===== src/rtl/transpose_tile_scheduler_if.sv =====
// Control bus between the tile scheduler and the transpose-convolution tile.
// Optional perf counter signals exist only when TRANSPOSE_SCHED_PERF_EN is defined.
interface transpose_tile_scheduler_if #(
  parameter int NUM_BRAMS = 16,
  parameter int W_ADDR_W  = 10,
  parameter int I_ADDR_W  = 10,
  parameter int CNT_W     = 14
);
  // Tile request and backpressure
  logic                          start;
  logic [CNT_W-1:0]              num_ifmap;
  logic [W_ADDR_W-1:0]           w_base;
  logic [I_ADDR_W-1:0]           if_base;
  logic                          stall;
  // BRAM read side
  logic [NUM_BRAMS-1:0]          w_re;
  logic [NUM_BRAMS*W_ADDR_W-1:0] w_addr_rd_flat;
  logic [NUM_BRAMS-1:0]          if_re;
  logic [NUM_BRAMS*I_ADDR_W-1:0] if_addr_rd_flat;
  logic [3:0]                    ifmap_sel;
  // Transpose engine controls
  logic [NUM_BRAMS-1:0]          en_weight_load;
  logic [NUM_BRAMS-1:0]          en_ifmap_load;
  logic [NUM_BRAMS-1:0]          en_psum;
  logic [NUM_BRAMS-1:0]          clear_psum;
  logic [NUM_BRAMS-1:0]          en_output;
  logic [NUM_BRAMS-1:0]          ifmap_sel_ctrl;
  logic [4:0]                    done_select;
  // Status
  logic                          busy;
  logic                          done;
`ifdef TRANSPOSE_SCHED_PERF_EN
  logic [31:0]                   perf_busy_cycles;
  logic [31:0]                   perf_stall_cycles;
`endif

  // Scheduler side
  modport slave (
    input  start, num_ifmap, w_base, if_base, stall,
    output w_re, w_addr_rd_flat, if_re, if_addr_rd_flat, ifmap_sel,
           en_weight_load, en_ifmap_load, en_psum, clear_psum, en_output,
           ifmap_sel_ctrl, done_select, busy, done
`ifdef TRANSPOSE_SCHED_PERF_EN
    , output perf_busy_cycles, perf_stall_cycles
`endif
  );

  // Requester / observer side
  modport master (
    output start, num_ifmap, w_base, if_base, stall,
    input  w_re, w_addr_rd_flat, if_re, if_addr_rd_flat, ifmap_sel,
           en_weight_load, en_ifmap_load, en_psum, clear_psum, en_output,
           ifmap_sel_ctrl, done_select, busy, done
`ifdef TRANSPOSE_SCHED_PERF_EN
    , input perf_busy_cycles, perf_stall_cycles
`endif
  );
endinterface


===== src/rtl/transpose_tile_scheduler.sv =====
// Sequencer for the transpose-convolution compute tile: one weight row load,
// then per ifmap element fetch -> load/clear -> MAC -> 16-beat column drain.
// Optional macro TRANSPOSE_SCHED_PERF_EN adds busy/stall cycle counters.
module transpose_tile_scheduler #(
  parameter int NUM_BRAMS = 16,
  parameter int W_ADDR_W  = 10,
  parameter int I_ADDR_W  = 10,
  parameter int CNT_W     = 14
) (
  input  logic                          clk,
  input  logic                          rst,
  transpose_tile_scheduler_if.slave     tif
);

  typedef enum logic [2:0] {
    S_IDLE, S_WFETCH, S_WLOAD, S_FETCH, S_LOAD, S_MAC, S_DRAIN, S_DONE
  } state_e;

  state_e               state_q, state_d;
  logic [CNT_W-1:0]     k_q, k_d;
  logic [3:0]           j_q, j_d;
  logic [CNT_W-1:0]     num_q;
  logic [W_ADDR_W-1:0]  w_base_q;
  logic [I_ADDR_W-1:0]  if_base_q;

  // Held output values: each register keeps the last value its state drove
  logic [W_ADDR_W-1:0]  w_addr_q, w_addr_d;
  logic [I_ADDR_W-1:0]  if_addr_q, if_addr_d;
  logic [3:0]           sel_q, sel_d;
  logic [4:0]           dsel_q, dsel_d;

  // Strobes and status
  logic [NUM_BRAMS-1:0] w_re_s, if_re_s, ld_w_s, ld_if_s, psum_s, clr_s, out_s;
  logic                 busy_s, done_s;

  logic accept;
  logic stall_hon;

  assign accept    = (state_q == S_IDLE) && tif.start;
  // Only the BRAM-read and drain states may be held back
  assign stall_hon = tif.stall &&
                     ((state_q == S_WFETCH) || (state_q == S_FETCH) || (state_q == S_DRAIN));

  // State and loop counters
  always_ff @(posedge clk) begin
    if (rst) begin
      state_q <= S_IDLE;
      k_q     <= '0;
      j_q     <= '0;
    end else begin
      state_q <= state_d;
      k_q     <= k_d;
      j_q     <= j_d;
    end
  end

  // Tile configuration captured on an accepted start
  always_ff @(posedge clk) begin
    if (rst) begin
      num_q     <= '0;
      w_base_q  <= '0;
      if_base_q <= '0;
    end else if (accept) begin
      num_q     <= tif.num_ifmap;
      w_base_q  <= tif.w_base;
      if_base_q <= tif.if_base;
    end
  end

  // Address/select hold registers
  always_ff @(posedge clk) begin
    if (rst) begin
      w_addr_q  <= '0;
      if_addr_q <= '0;
      sel_q     <= '0;
      dsel_q    <= '0;
    end else begin
      w_addr_q  <= w_addr_d;
      if_addr_q <= if_addr_d;
      sel_q     <= sel_d;
      dsel_q    <= dsel_d;
    end
  end

  // Next-state and counter update
  always_comb begin
    state_d = state_q;
    k_d     = k_q;
    j_d     = j_q;
    case (state_q)
      S_IDLE: begin
        if (tif.start) state_d = (tif.num_ifmap == '0) ? S_DONE : S_WFETCH;
      end
      S_WFETCH: begin
        if (!tif.stall) state_d = S_WLOAD;
      end
      S_WLOAD: begin
        state_d = S_FETCH;
        k_d     = '0;
      end
      S_FETCH: begin
        if (!tif.stall) state_d = S_LOAD;
      end
      S_LOAD:  state_d = S_MAC;
      S_MAC: begin
        state_d = S_DRAIN;
        j_d     = '0;
      end
      S_DRAIN: begin
        if (!tif.stall) begin
          if (j_q == 4'd15) begin
            if (k_q == num_q - CNT_W'(1)) begin
              state_d = S_DONE;
            end else begin
              k_d     = k_q + CNT_W'(1);
              state_d = S_FETCH;
            end
          end else begin
            j_d = j_q + 4'd1;
          end
        end
      end
      S_DONE:  state_d = S_IDLE;
      default: state_d = S_IDLE;
    endcase
  end

  // Moore outputs; strobes are gated by an honoured stall, selects follow the held counters
  always_comb begin
    w_re_s    = '0;
    if_re_s   = '0;
    ld_w_s    = '0;
    ld_if_s   = '0;
    psum_s    = '0;
    clr_s     = '0;
    out_s     = '0;
    busy_s    = 1'b1;
    done_s    = 1'b0;
    w_addr_d  = w_addr_q;
    if_addr_d = if_addr_q;
    sel_d     = sel_q;
    dsel_d    = dsel_q;
    case (state_q)
      S_IDLE:   busy_s = 1'b0;
      S_WFETCH: begin
        w_addr_d = w_base_q;
        if (!tif.stall) w_re_s = '1;
      end
      S_WLOAD:  ld_w_s = '1;
      S_FETCH: begin
        sel_d     = k_q[3:0];
        // Row within the bank wraps silently at the address width
        if_addr_d = if_base_q + I_ADDR_W'(k_q >> 4);
        if (!tif.stall) if_re_s = NUM_BRAMS'(1) << k_q[3:0];
      end
      S_LOAD: begin
        ld_if_s = '1;
        clr_s   = '1;
      end
      S_MAC:    psum_s = '1;
      S_DRAIN: begin
        dsel_d = {1'b0, j_q};
        if (!tif.stall) out_s = NUM_BRAMS'(1) << j_q;
      end
      S_DONE: begin
        busy_s = 1'b0;
        done_s = 1'b1;
      end
      default:  busy_s = 1'b0;
    endcase
  end

  assign tif.w_re           = w_re_s;
  assign tif.if_re          = if_re_s;
  assign tif.ifmap_sel      = sel_d;
  assign tif.en_weight_load = ld_w_s;
  assign tif.en_ifmap_load  = ld_if_s;
  assign tif.en_psum        = psum_s;
  assign tif.clear_psum     = clr_s;
  assign tif.en_output      = out_s;
  assign tif.ifmap_sel_ctrl = '0;
  assign tif.done_select    = dsel_d;
  assign tif.busy           = busy_s;
  assign tif.done           = done_s;

  // Every lane sees the same read address
  for (genvar g = 0; g < NUM_BRAMS; g++) begin : g_lane
    assign tif.w_addr_rd_flat[g*W_ADDR_W +: W_ADDR_W]  = w_addr_d;
    assign tif.if_addr_rd_flat[g*I_ADDR_W +: I_ADDR_W] = if_addr_d;
  end

`ifdef TRANSPOSE_SCHED_PERF_EN
  logic [31:0] pbusy_q, pstall_q;

  // Saturating busy / honoured-stall counters, cleared by an accepted start
  always_ff @(posedge clk) begin
    if (rst) begin
      pbusy_q  <= '0;
      pstall_q <= '0;
    end else if (accept) begin
      pbusy_q  <= '0;
      pstall_q <= '0;
    end else begin
      if (busy_s && (pbusy_q != '1))     pbusy_q  <= pbusy_q + 32'd1;
      if (stall_hon && (pstall_q != '1)) pstall_q <= pstall_q + 32'd1;
    end
  end

  assign tif.perf_busy_cycles  = pbusy_q;
  assign tif.perf_stall_cycles = pstall_q;
`else
  logic unused_stall_hon;
  assign unused_stall_hon = stall_hon;
`endif

endmodule


===== src/flat_wrapper.sv =====
// flat-port wrapper written by rule: the top's interface ports become plain ports
module transpose_tile_scheduler_flat 
#(
  parameter int NUM_BRAMS = 16,
  parameter int W_ADDR_W  = 10,
  parameter int I_ADDR_W  = 10,
  parameter int CNT_W     = 14
)
  (clk, rst, tif_start, tif_num_ifmap, tif_w_base, tif_if_base, tif_stall, tif_w_re, tif_w_addr_rd_flat, tif_if_re, tif_if_addr_rd_flat, tif_ifmap_sel, tif_en_weight_load, tif_en_ifmap_load, tif_en_psum, tif_clear_psum, tif_en_output, tif_ifmap_sel_ctrl, tif_done_select, tif_busy, tif_done);
  transpose_tile_scheduler_if #(.NUM_BRAMS(NUM_BRAMS), .W_ADDR_W(W_ADDR_W), .I_ADDR_W(I_ADDR_W), .CNT_W(CNT_W)) tif_i ();
  input  logic clk;
  input  logic rst;
  input wire logic [$bits(tif_i.start)-1:0] tif_start;
  input wire logic [$bits(tif_i.num_ifmap)-1:0] tif_num_ifmap;
  input wire logic [$bits(tif_i.w_base)-1:0] tif_w_base;
  input wire logic [$bits(tif_i.if_base)-1:0] tif_if_base;
  input wire logic [$bits(tif_i.stall)-1:0] tif_stall;
  output wire logic [$bits(tif_i.w_re)-1:0] tif_w_re;
  output wire logic [$bits(tif_i.w_addr_rd_flat)-1:0] tif_w_addr_rd_flat;
  output wire logic [$bits(tif_i.if_re)-1:0] tif_if_re;
  output wire logic [$bits(tif_i.if_addr_rd_flat)-1:0] tif_if_addr_rd_flat;
  output wire logic [$bits(tif_i.ifmap_sel)-1:0] tif_ifmap_sel;
  output wire logic [$bits(tif_i.en_weight_load)-1:0] tif_en_weight_load;
  output wire logic [$bits(tif_i.en_ifmap_load)-1:0] tif_en_ifmap_load;
  output wire logic [$bits(tif_i.en_psum)-1:0] tif_en_psum;
  output wire logic [$bits(tif_i.clear_psum)-1:0] tif_clear_psum;
  output wire logic [$bits(tif_i.en_output)-1:0] tif_en_output;
  output wire logic [$bits(tif_i.ifmap_sel_ctrl)-1:0] tif_ifmap_sel_ctrl;
  output wire logic [$bits(tif_i.done_select)-1:0] tif_done_select;
  output wire logic [$bits(tif_i.busy)-1:0] tif_busy;
  output wire logic [$bits(tif_i.done)-1:0] tif_done;
  assign tif_i.start = tif_start;
  assign tif_i.num_ifmap = tif_num_ifmap;
  assign tif_i.w_base = tif_w_base;
  assign tif_i.if_base = tif_if_base;
  assign tif_i.stall = tif_stall;
  assign tif_w_re = tif_i.w_re;
  assign tif_w_addr_rd_flat = tif_i.w_addr_rd_flat;
  assign tif_if_re = tif_i.if_re;
  assign tif_if_addr_rd_flat = tif_i.if_addr_rd_flat;
  assign tif_ifmap_sel = tif_i.ifmap_sel;
  assign tif_en_weight_load = tif_i.en_weight_load;
  assign tif_en_ifmap_load = tif_i.en_ifmap_load;
  assign tif_en_psum = tif_i.en_psum;
  assign tif_clear_psum = tif_i.clear_psum;
  assign tif_en_output = tif_i.en_output;
  assign tif_ifmap_sel_ctrl = tif_i.ifmap_sel_ctrl;
  assign tif_done_select = tif_i.done_select;
  assign tif_busy = tif_i.busy;
  assign tif_done = tif_i.done;
  transpose_tile_scheduler #(.NUM_BRAMS(NUM_BRAMS), .W_ADDR_W(W_ADDR_W), .I_ADDR_W(I_ADDR_W), .CNT_W(CNT_W)) u_core (.clk(clk), .rst(rst), .tif(tif_i));
endmodule

===== config.mk =====
export PLATFORM = sky130hd
export DESIGN_NAME = transpose_tile_scheduler_flat
export DESIGN_NICKNAME = d
export VERILOG_FILES = /design/src/rtl/transpose_tile_scheduler_if.sv /design/src/rtl/transpose_tile_scheduler.sv /design/src/flat_wrapper.sv
export SDC_FILE = /design/constraint.sdc
export NUM_CORES = 1
export LEC_CHECK = 0
export CAP_MARGIN = 20
export CORE_AREA = 4 4 191 193
export DETAILED_ROUTE_END_ITERATION = 6
export DIE_AREA = 0 0 195 197
export PLACE_DENSITY = 0.6
export SYNTH_ARGS = -nofsm -noshare
export SYNTH_HDL_FRONTEND = slang
export SYNTH_SLANG_ARGS = --single-unit
export TNS_END_PERCENT = 1

===== constraint.sdc =====
create_clock -name clk -period 4.6 [get_ports clk]
set_clock_uncertainty 0.2 [all_clocks]
set_input_delay 0.92 -clock clk [delete_from_list [all_inputs] [get_ports clk]]
set_output_delay 0.92 -clock clk [all_outputs]
set_load 0.005 [all_outputs]

======== Word-level counts from Yosys, hierarchy flattened ========
Index checks and enable logic that the tools add are counted.
storage, ports and cells
  word-level logic and storage cells ...... 71
  flip-flop bits (word level) ............. 84
  output and inout bits ................... 459
operators by class
  shifts and indexed selects .............. 2
  reductions and logical operators ........ 9
  equal/unequal tests ..................... 16
  multiplexer cells ....................... 30
  add/subtract/negate cells ............... 4
operators with widths
  operator                                             number
  2-to-1 mux 16 bit                                    9
  2-to-1 mux 14 bit                                    3
  << shifter 1 x 4 -> 16 bit (first input constant)    2
  case mux 14 bit (2 select lines)                     1
  case mux 3 bit (8 select lines)                      1
  2-to-1 mux 3 bit                                     7
  2-to-1 mux 10 bit                                    2
  adder 14 x 1 -> 14 bit (second input constant)       1
  == test 14 bit                                       1
  logical NOT 14 bit                                   1
  != test 2 bit (second input constant)                7
  subtractor 14 x 1 -> 14 bit (second input constant)  1
  == test 3 bit (second input constant)                4
  2-to-1 mux 4 bit                                     3
  adder 10 bit                                         1
  case mux 4 bit (2 select lines)                      1
  == test 3 x 2 -> 1 bit (second input constant)       2
  2-to-1 mux 5 bit                                     1
  AND reduction 5 bit                                  1
  adder 4 x 1 -> 4 bit (second input constant)         1
  == test 4 bit (second input constant)                1
  AND reduction 4 bit                                  1
  nonzero test 2 bit                                   2
  == test 3 x 1 -> 1 bit (second input constant)       1
  other kinds (5)                                      6

======== Logic depth before layout (Yosys ltp) ========
Gate-level depths: netlist of the first run.
  depth after elaboration ................. 6
  gate-level depth with buffers ........... 11
  mapped depth without buffers ............ 10

======== Worst setup path before layout of the first run ========
OpenSTA, ideal clock, no wires.
  kind .................................... register to output
  from .................................... register u_core.if_base_q[1]
  to ...................................... output port tif_if_addr_rd_flat[107]
  path buffers ............................ 1
  stages on the path, launching flop included .. 9
  setup slack ............................. 0.505 ns
  data required time ...................... 3.480 ns
  arrival ................................. 2.975 ns
  cells stage by stage .................... dfxtp_1 -> ha_1 -> a21o_1 -> a21oi_1 -> o21ai_0 -> a2111o_1 -> and3_1 -> o31ai_1 -> buf_4
on the way
  longest elaborated chain between the ends .. 2
ends and longest elaborated chain
  what                      RTL line                         source
  start: declaration        transpose_tile_scheduler.sv:24   logic [I_ADDR_W-1:0] if_base_q;
  start signal: assignment  transpose_tile_scheduler.sv:66   if_base_q <= tif.if_base;
  adder 10 bit              transpose_tile_scheduler.sv:153  if_addr_d = if_base_q + I_ADDR_W'(k_q >> 4);
  2-to-1 mux 10 bit         transpose_tile_scheduler.sv:143  case (state_q)
  end: declaration          flat_wrapper.sv:21               output wire logic [$bits(tif_i.if_addr_rd_flat)-1:0] tif_if_addr_rd_flat;
Every way passes these cells.

======== Worst setup path in the final report of the first run ========
  from .................................... register u_core.if_base_q[1]
  to ...................................... output port tif_if_addr_rd_flat[49]
Same word-level chain as after synthesis.

==> flow_summary_export.csv, run 1 <==
group,metric,value,unit
hold_path,whs_path_depth,2,
grt,gr-total-overflow,0,
yosys,synth_edf_count,0,
yosys,synth_top_flop_cell,"dfxtp_1",
cells_and_area,nNetsFinal,1160,
timing,tightest_slew,997,ps
setup_path,critPathKind,"reg2out",
setup_path,reg2reg_slack,1640,ps
cells_and_area,finalInstanceArea,10600,um2
pwr,comb_power_share,56.2,%
pwr,p_sw_share,34.2,%
setup_path,end_kind,"output port",
place,io_buffers,480,
pwr,max-vdd-ir-drop,0.193,mV
timing,rsz0062_at_grt,"no",
clock_tree,cts_max_level,3,
cells_and_area,insertedDiodeCount,0,
timing,period_minus_slack,4390,ps
yosys,synth_seq_area_share,21.8,%
timing,slew_headroom,33.5,%
clock_tree,insertion_delay,350,ps
yosys,synth_area_per_cell,7.76,um2
clock_tree,cts_tree,"built",
route,postRouteAntennaNets,0,
grt,grt_max_degree,39,
timing,setup_tns,0,ps
pwr,powerDensity,366,nW/um2
route,drt_pre_antenna_iters,4,
clock_tree,clkTransAtPathRegs,70,ps
pwr,seqPwrFrac,22.9,%
timing,slew_viol_final,0,
yosys,synth_most_common_cell,"buf_4",
die,die_area,38400,um2
setup_path,cp.required,3480,ps
grt,grt_pass1_vias,6068,
yosys,async_flop_share,0,%
route,drc,0,
pwr,power.switching,1.32,mW
hold_path,min_path_type,"reg2reg",
yosys,synth.top_cells.by_count,"buf_4 (392), nand2_1 (117), dfxtp_1 (84)",
place,place_area,10200,um2
yosys,yosys.area.top_type,"buf_4",
grt,antenna_found_initial,4,
die,coreArea,34500,um2
yosys,synthTopCellsByArea,"buf_4 (38%), dfxtp_1 (22%), nand2_1 (5.7%)",
yosys,synth_cell_types,58,
setup_path,r2r-end,"u_core.k_q[12]",
pwr,internal_power,2.54,mW
die,num_rows,68,
die,die_width,195,um
timing,finalCritPeriodShare,95.4,%
cells_and_area,drive_above_1_share,6.10,%
timing,final_hold_viol_count,0,
route,vias_per_cell,3.99,
yosys,syn_inst,994,
clock_tree,cts_buffers,9,
hold_path,holdPathEnd,"u_core.w_base_q[7]",
clock_tree,clock_path_buffers,2,
setup_path,arrival,3270,ps
yosys,yosys_warnings,0,
job,maxCapViolations,0,
clock_tree,clock-root-buffer,"clkbuf_16",
setup_path,r2r_cells,7,
setup_path,critPathMaxFanout,16,
cells_and_area,utilization,30.5,%
hold_path,min-delay-start,"u_core.w_base_q[7]",
cells_and_area,syn_to_final_growth,36.8,%
yosys,synth_area,7720,um2
yosys,synth_top_area_share,38.1,%
run_status,status,"finished, final reports clean",
place,dp_hpwl,18500,um
clock_tree,post_cts_buffers,0,
place,gp_congestion,0.767,
route,wirelength,23500,um
pwr,clkPwrFrac,20.9,%
grt,grt_pass1_wl,34600,um
die,die_h,197,um
die,ios,497,
grt,grt_usage,11.2,%
route,via_count,6202,
route,wl_per_cell,15.1,um
timing,holdWs,255,ps
pwr,leakage,3.93,nW
setup_path,critPathLaunchType,"flop",
yosys,yosys_register_bits,84,
setup_path,r2r-start,"u_core.num_q[0]",
die,start_util,22.3,%
timing,setup_violations,0,
timing,fmax,0.228,GHz
clock_tree,cts_num_sinks,84,
route,first_iter_violations,212,
sequential cells by signal, summed over array words and instances (netlist names):
name,cells
u_core.w_addr_q,10
u_core.state_q,3
u_core.if_addr_q,10
u_core.k_q,14
u_core.dsel_q,5
u_core.num_q,14
u_core.sel_q,4
u_core.j_q,4
u_core.if_base_q,10
u_core.w_base_q,10
worst max path at each step:
stage	slack (ps)	from	to
after floorplan	500	u_core.if_base_q[1]	tif_if_addr_rd_flat[107]
after global placement	410	u_core.k_q[4]	tif_if_addr_rd_flat[126]
after detailed placement	310	u_core.k_q[4]	tif_if_addr_rd_flat[96]
after CTS	80	u_core.k_q[4]	tif_if_addr_rd_flat[96]
after global routing	8	u_core.if_base_q[1]	tif_if_addr_rd_flat[89]
final	210	u_core.if_base_q[1]	tif_if_addr_rd_flat[49]
critical path: stages, from the launching register on:
cell and delay (ps):
dfxtp_1 330, ha_1 290, a21o_1 190, a21oi_1 240, o21ai_0 160, a2111o_1 480
a41oi_1 250, mux2i_1 120, nor2_1 180, buf_6 180, clkdlybuf4s50_1 510
stage by stage:
stage	cells	total power [mW]	setup WS, ps
2_1_floorplan	1009	2.43	505
3_3_place_gp	1539	3.09	406
3_5_place_dp	1539	3.11	314
4_1_cts	1554	3.95	81.8
5_1_grt	1554	4.12	8.13
6_report	1554	3.87	212
cell usage in the layout (no fill, tap or decap), types with 19 or more instances in the layout:
| master | count |
|---|---|
| dfxtp_1 | 84 |
| clkdlybuf4s50_1 | 479 |
| and3_1 | 20 |
| ha_1 | 26 |
| nor2b_1 | 30 |
| nand2_1 | 116 |
| inv_1 | 19 |
| a21oi_1 | 49 |
| buf_4 | 19 |
| nor2_1 | 47 |
logic make-up after synthesis:
family	after synthesis	synth area share, %
buffers and inverters	444	40.9
AND/OR/NAND/NOR	287	18.2
AO/OA/AOI/OAI	115	10.1
flip-flops	84	21.8
adder cells (fa/ha/maj)	27	4.48
XOR/XNOR	22	2.50
multiplexers	14	1.99
other	1	0.0486
area by class of cell:
class | instances | area (um2)
inverter | 19 | 71.3
timing repair buffer | 500 | 4950
fill | 3640 | 24000
sequential | 84 | 1680
clock buffer | 10 | 239
clock inverter | 5 | 85.1
tap | 455 | 569
multi-input combinational | 481 | 2950
power by group through the flow:
stage                     sequential, mW  clock [mW]  combinational [mW]
after floorplan                    0.864           0                1.57
after global placement             0.898           0                2.19
after detailed placement           0.900           0                2.21
after CTS                          0.884       0.841                2.22
after global routing               0.897       0.863                2.36
final                              0.886       0.807                2.17
per-layer routing:
| metal | up-vias | GRT usage [%] | wire, um |
|---|---|---|---|
| met5 | - | 0 | 64 |
| met4 | 8 | 2.33 | 257 |
| met3 | 28 | 3.90 | 2020 |
| met2 | 329 | 19.7 | 11400 |
| met1 | 2809 | 13.3 | 9700 |
| li1 | 3028 | - | - |
repair_timing:
action | in CTS | in global routing
hold buffers | 0 | 0
gates resized for setup | 1 | 4
pin swaps | 0 | 0
endpoints found under the setup margin | 16 | 44
Note: power is estimated with default switching activity, not from simulation.
==> run 2: changes to the inputs <==
--- a/config.mk
+++ b/config.mk
@@ -11,2 +11,3 @@
 export DIE_AREA = 0 0 195 197
+export HOLD_SLACK_MARGIN = 0.1
 export PLACE_DENSITY = 0.6
--- a/constraint.sdc
+++ b/constraint.sdc
@@ -4,2 +4,2 @@
 set_output_delay 0.92 -clock clk [all_outputs]
-set_load 0.005 [all_outputs]
+set_load 0.01 [all_outputs]
==> run 2 against run 1 <==
Sequential share of layout area about the same. Cell area decreased by 0.30%. Utilization decreased by 0.090 points. First-iteration DRC count decreased by 31%. Setup slack improved by 29 ps. Critical path type unchanged. Clock-buffer cell count unchanged. Wire length increased by 0.54%. Flip-flop and latch count unchanged. Clock power decreased by 11%. Fmax increased by 0.67%. Worst hold slack improved by 1.0 ps. Largest cell class unchanged.
==> flow_summary_export.csv, run 2 (synthesis results as in run 1) <==
group,metric,value,unit
die,die_h,197,um
clock_tree,cts_tree,"built",
setup_path,cp.required,3480,ps
grt,grt_max_degree,42,
timing,slew_viol_final,0,
place,dp_cells,1539,
route,wl_per_cell,15.2,um
cells_and_area,final_common_cell,"clkdlybuf4s50_1",
setup_path,critPathLaunchType,"flop",
hold_path,min_path_type,"reg2reg",
grt,grt_usage,11.3,%
die,num_rows,68,
route,wirelength,23600,um
place,gp_congestion,0.758,
die,die_width,195,um
setup_path,path_cells,"ha_1 > a21o_1 > a21oi_1 > o21ai_0 > a2111o_1 > a41oi_2 > mux2i_1 > nor2_1 > buf_6 > clkdlybuf4s50_1",
setup_path,critPathBufInv,2,
route,via_count,6193,
cells_and_area,final-instance-count-excl-fill,1555,
setup_path,arrival,3240,ps
die,start_util,22.3,%
cells_and_area,syn_to_final_growth,36.4,%
clock_tree,cts_num_sinks,84,
setup_path,critPathMaxFanout,16,
place,io_buffers,480,
pwr,powerDensity,381,nW/um2
timing,final_hold_viol_count,0,
timing,fmax,0.229,GHz
job,maxCapViolations,0,
clock_tree,cts_buffers,9,
place,dp_slack,261,ps
pwr,max-vdd-ir-drop,0.233,mV
run_status,status,"finished, final reports clean",
cells_and_area,drive_above_1_share,6.27,%
route,postRouteAntennaNets,0,
setup_path,crit_slowest_cell,"clkdlybuf4s50_1",
cells_and_area,mostFrequentLayoutCells,"clkdlybuf4s50_1 (479), nand2_1 (116), dfxtp_1 (84)",
timing,rsz0062_at_grt,"no",
setup_path,crit_family,"compound AO/OA/AOI/OAI gates",
timing,setup_violations,0,
pwr,leakage,3.91,nW
timing,finalCritPeriodShare,94.8,%
timing,period_minus_slack,4360,ps
cells_and_area,nNetsFinal,1160,
cells_and_area,largestRegisters,"u_core.k_q (14), u_core.num_q (14)",
die,die_area,38400,um2
clock_tree,clock_path_buffers,2,
timing,tightest_slew,991,ps
route,first_iter_violations,147,
place,dp_hpwl,18500,um
route,vias_per_cell,3.98,
timing,slew_headroom,34.0,%
pwr,p_total,4.01,mW
die,ios,497,
setup_path,end_kind,"output port",
clock_tree,insertion_delay,350,ps
grt,grt_pass1_vias,6007,
route,drc,0,
timing,setup_slack,241,ps
cells_and_area,insertedDiodeCount,0,
cells_and_area,nFillCells,3671,
setup_path,crit_path_max_incr_delay,550,ps
clock_tree,holdBufCountCts,0,
grt,antenna_found_initial,7,
grt,gr-total-overflow,0,
clock_tree,cts_max_level,3,
clock_tree,clkTransAtPathRegs,70,ps
grt,grt_pass1_wl,34700,um
cells_and_area,utilization,30.5,%
setup_path,critPathKind,"reg2out",
die,coreArea,34500,um2
route,drt_pre_antenna_iters,4,
timing,setup_tns,0,ps
clock_tree,clock-root-buffer,"clkbuf_16",
[run 2: metal layers]
metal	GRT usage, %	routed length, um
met1	13.0	9710
met2	20.0	11500
met3	4.43	2060
met4	2.07	226
met5	0	96
[run 2: power by group]
part	total, mW	switching [mW]	internal [mW]
combinational	2.41	1.15	1.26
sequential	0.884	0.0770	0.807
clock	0.717	0.332	0.385
total	4.01	1.56	2.45
[run 2: worst paths after layout]
check,from,to,slack (ps),cells past startpoint
min,u_core.w_base_q[7],u_core.w_base_q[7],260,2
min reg2reg,u_core.w_base_q[7],u_core.w_base_q[7],260,2
max reg2reg,u_core.num_q[0],u_core.k_q[8],1650,7
max,u_core.if_base_q[1],tif_if_addr_rd_flat[159],240,10
[run 2: worst reg2reg max path: stages (launching register included)]
cell,delay [ps]
dfxtp_1,360
or4_4,580
or2_0,240
a41oi_2,260
a2111oi_4,140
a211oi_2,650
a31oi_1,180
a41o_1,230
[run 2: repair_timing]
item                                    in CTS  in global routing
resized for setup                            1                  5
setup buffers                                0                  0
endpoints found under the setup margin      16                 48
[run 2: layout make-up]
class	instances	area (um2)	area share, %
sequential	84	1680	16.0
inverter	19	71.3	0.678
tap	455	569	5.41
multi-input combinational	481	2960	28.1
clock buffer	10	239	2.27
timing repair buffer	500	4950	47.1
clock inverter	6	46.3	0.440
[run 2: per-stage QoR]
step                      area [um2]  hold slack (ps)
after global placement         10200              241
after detailed placement       10200              247
after CTS                      10500              258
after floorplan                 7770              234
final                          10500              257
after global routing           10500              268
==> run 3: changes to the inputs <==
- PLACE_DENSITY: 0.6 -> 0.54
==> run 3 against run 2 <==
Worst hold slack about the same. First-iteration DRC count increased by 29%. Global-route usage about the same. Utilization increased by 0.16 points. Clock power increased by 7.7%. Die area unchanged. Clock-buffer cell count unchanged. Via count decreased by 0.40%. Largest power group unchanged.
==> flow_summary_export.csv, run 3 (synthesis results as in run 1) <==
group,metric,value,unit
route,first_iter_violations,190,
cells_and_area,mostFrequentLayoutCells,"clkdlybuf4s50_1 (479), nand2_1 (116), dfxtp_1 (84)",
cells_and_area,nFillCells,3653,
die,start_util,22.3,%
cells_and_area,drive_above_1_share,6.01,%
cells_and_area,final_common_cell,"clkdlybuf4s50_1",
cells_and_area,syn_to_final_growth,37.1,%
timing,finalCritPeriodShare,94.8,%
cells_and_area,insertedDiodeCount,0,
cells_and_area,multi_input_area,2950,um2
timing,period_minus_slack,4360,ps
die,die_width,195,um
cells_and_area,nNetsFinal,1161,
grt,grt_usage,11.2,%
setup_path,crit_path_max_incr_delay,550,ps
timing,fmax,0.229,GHz
cells_and_area,largestRegisters,"u_core.k_q (14), u_core.num_q (14)",
setup_path,crit_family,"compound AO/OA/AOI/OAI gates",
route,via_count,6168,
timing,tightest_slew,814,ps
route,drc,0,
setup_path,end_kind,"output port",
die,die_area,38400,um2
grt,grt_max_degree,40,
clock_tree,insertion_delay,340,ps
setup_path,critPathLaunchType,"flop",
timing,slew_viol_final,0,
grt,grt_pass1_wl,35100,um
timing,final_hold_viol_count,0,
clock_tree,cts_tree,"built",
timing,slew_headroom,45.6,%
route,wirelength,23500,um
setup_path,critPathMaxFanout,16,
die,die_h,197,um
setup_path,r2r_cells,10,
setup_path,r2r-start,"u_core.state_q[0]",
die,num_rows,68,
route,postRouteAntennaNets,0,
grt,gr-total-overflow,0,
pwr,powerDensity,387,nW/um2
route,wl_per_cell,15.1,um
hold_path,holdPathEnd,"u_core.w_base_q[6]",
setup_path,reg2reg_slack,1550,ps
clock_tree,clkTransAtPathRegs,70,ps
clock_tree,clock_path_buffers,2,
grt,antenna_found_initial,3,
timing,rsz0062_at_grt,"no",
clock_tree,cts_num_sinks,84,
hold_path,min_path_type,"reg2reg",
setup_path,r2r-end,"u_core.k_q[11]",
clock_tree,cts_max_level,3,
hold_path,min-delay-start,"u_core.w_base_q[6]",
clock_tree,clock-root-buffer,"clkbuf_16",
setup_path,critPathBufInv,2,
job,maxCapViolations,0,
hold_path,whs_path_depth,2,
timing,setup_violations,0,
setup_path,crit_slowest_cell,"clkdlybuf4s50_1",
die,ios,497,
place,io_buffers,480,
place,gp_congestion,0.763,
pwr,leakage,3.93,nW
route,drt_pre_antenna_iters,4,
clock_tree,cts_buffers,9,
run_status,status,"finished, final reports clean",
place,dp_hpwl,18500,um
timing,holdWs,256,ps
setup_path,worstSetupStartpoint,"u_core.if_base_q[1]",
clock_tree,post_cts_buffers,0,
pwr,max-vdd-ir-drop,0.185,mV
route,vias_per_cell,3.97,
setup_path,cp.required,3480,ps
grt,grt_pass1_vias,6034,
timing,setup_tns,0,ps
setup_path,path_cells,"ha_1 > a21o_1 > a21oi_1 > o21ai_0 > a2111o_1 > a41oi_1 > mux2i_1 > nor2_1 > buf_6 > clkdlybuf4s50_1",
cells_and_area,regArea,1680,um2
setup_path,arrival,3240,ps
die,coreArea,34500,um2
clock_tree,holdBufCountCts,0,
setup_path,critPathKind,"reg2out",
==> run 3: how the worst max path moves through the flow <==
| stage | to | slack (ps) | cells after the start |
|---|---|---|---|
| 2_1_floorplan | tif_if_addr_rd_flat[107] | 370 | 8 |
| 3_3_place_gp | tif_if_addr_rd_flat[6] | 350 | 11 |
| 3_5_place_dp | tif_if_addr_rd_flat[6] | 250 | 11 |
| 4_1_cts | tif_if_addr_rd_flat[6] | 50 | 11 |
| 5_1_grt | tif_if_addr_rd_flat[69] | 20 | 10 |
| 6_report | tif_if_addr_rd_flat[119] | 240 | 10 |
==> run 3: what timing repair did <==
item	4_1_cts	5_1_grt
resized for setup	1	3
cloned	0	0
endpoints found under the setup margin	16	48
pin swaps	0	1
==> run 3: cell type report <==
class	instances	area share (%)
flip-flops and latches	84	15.9
multi-input cells	481	27.9
inverters	19	0.674
well taps	455	5.38
repair buffers	501	47.2
clock inverters	4	0.722
clock buffers	10	2.16
==> run 3: routing by layer <==
layer  part of all wire (%)  routed length (um)  vias up  track usage (%)
met5                   0.20                  46        -                0
met4                   0.69                 162        6             1.86
met3                    9.1                2130       18             3.88
met2                     49               11400      319             19.7
met1                     41                9730     2793             13.6
li1                       -                   -     3032                -
==> run 3: per-stage QoR <==
| stage | std cells | area (um2) | setup slack, ps | util [%] | total power, mW |
|---|---|---|---|---|---|
| after detailed placement | 1538 | 10200 | 247 | 29.6 | 3.35 |
| final | 1554 | 10600 | 238 | 30.6 | 4.10 |
| after floorplan | 1009 | 7770 | 374 | - | 2.66 |
| after global routing | 1554 | 10600 | 15.1 | 30.6 | 4.36 |
| after global placement | 1538 | 10200 | 352 | 29.6 | 3.35 |
| after CTS | 1552 | 10500 | 49.3 | 30.5 | 4.15 |
==> run 3: worst reg2reg max path, stage by stage, from the launching register on <==
cell and delay, ps:
dfxtp_1 360, inv_1 90, ha_1 300, nand2_1 260
buf_4 250, nor2_1 80, o2111ai_1 140, a2111oi_4 110
a211oi_2 730, a31oi_1 190, a41o_1 240
==> run 3: where the power goes <==
group	switching [mW]	internal (mW)	leakage, nW
registers	0.0689	0.807	0.682
logic	1.17	1.28	3.11
clock network	0.301	0.471	0.145
total	1.54	2.56	3.93
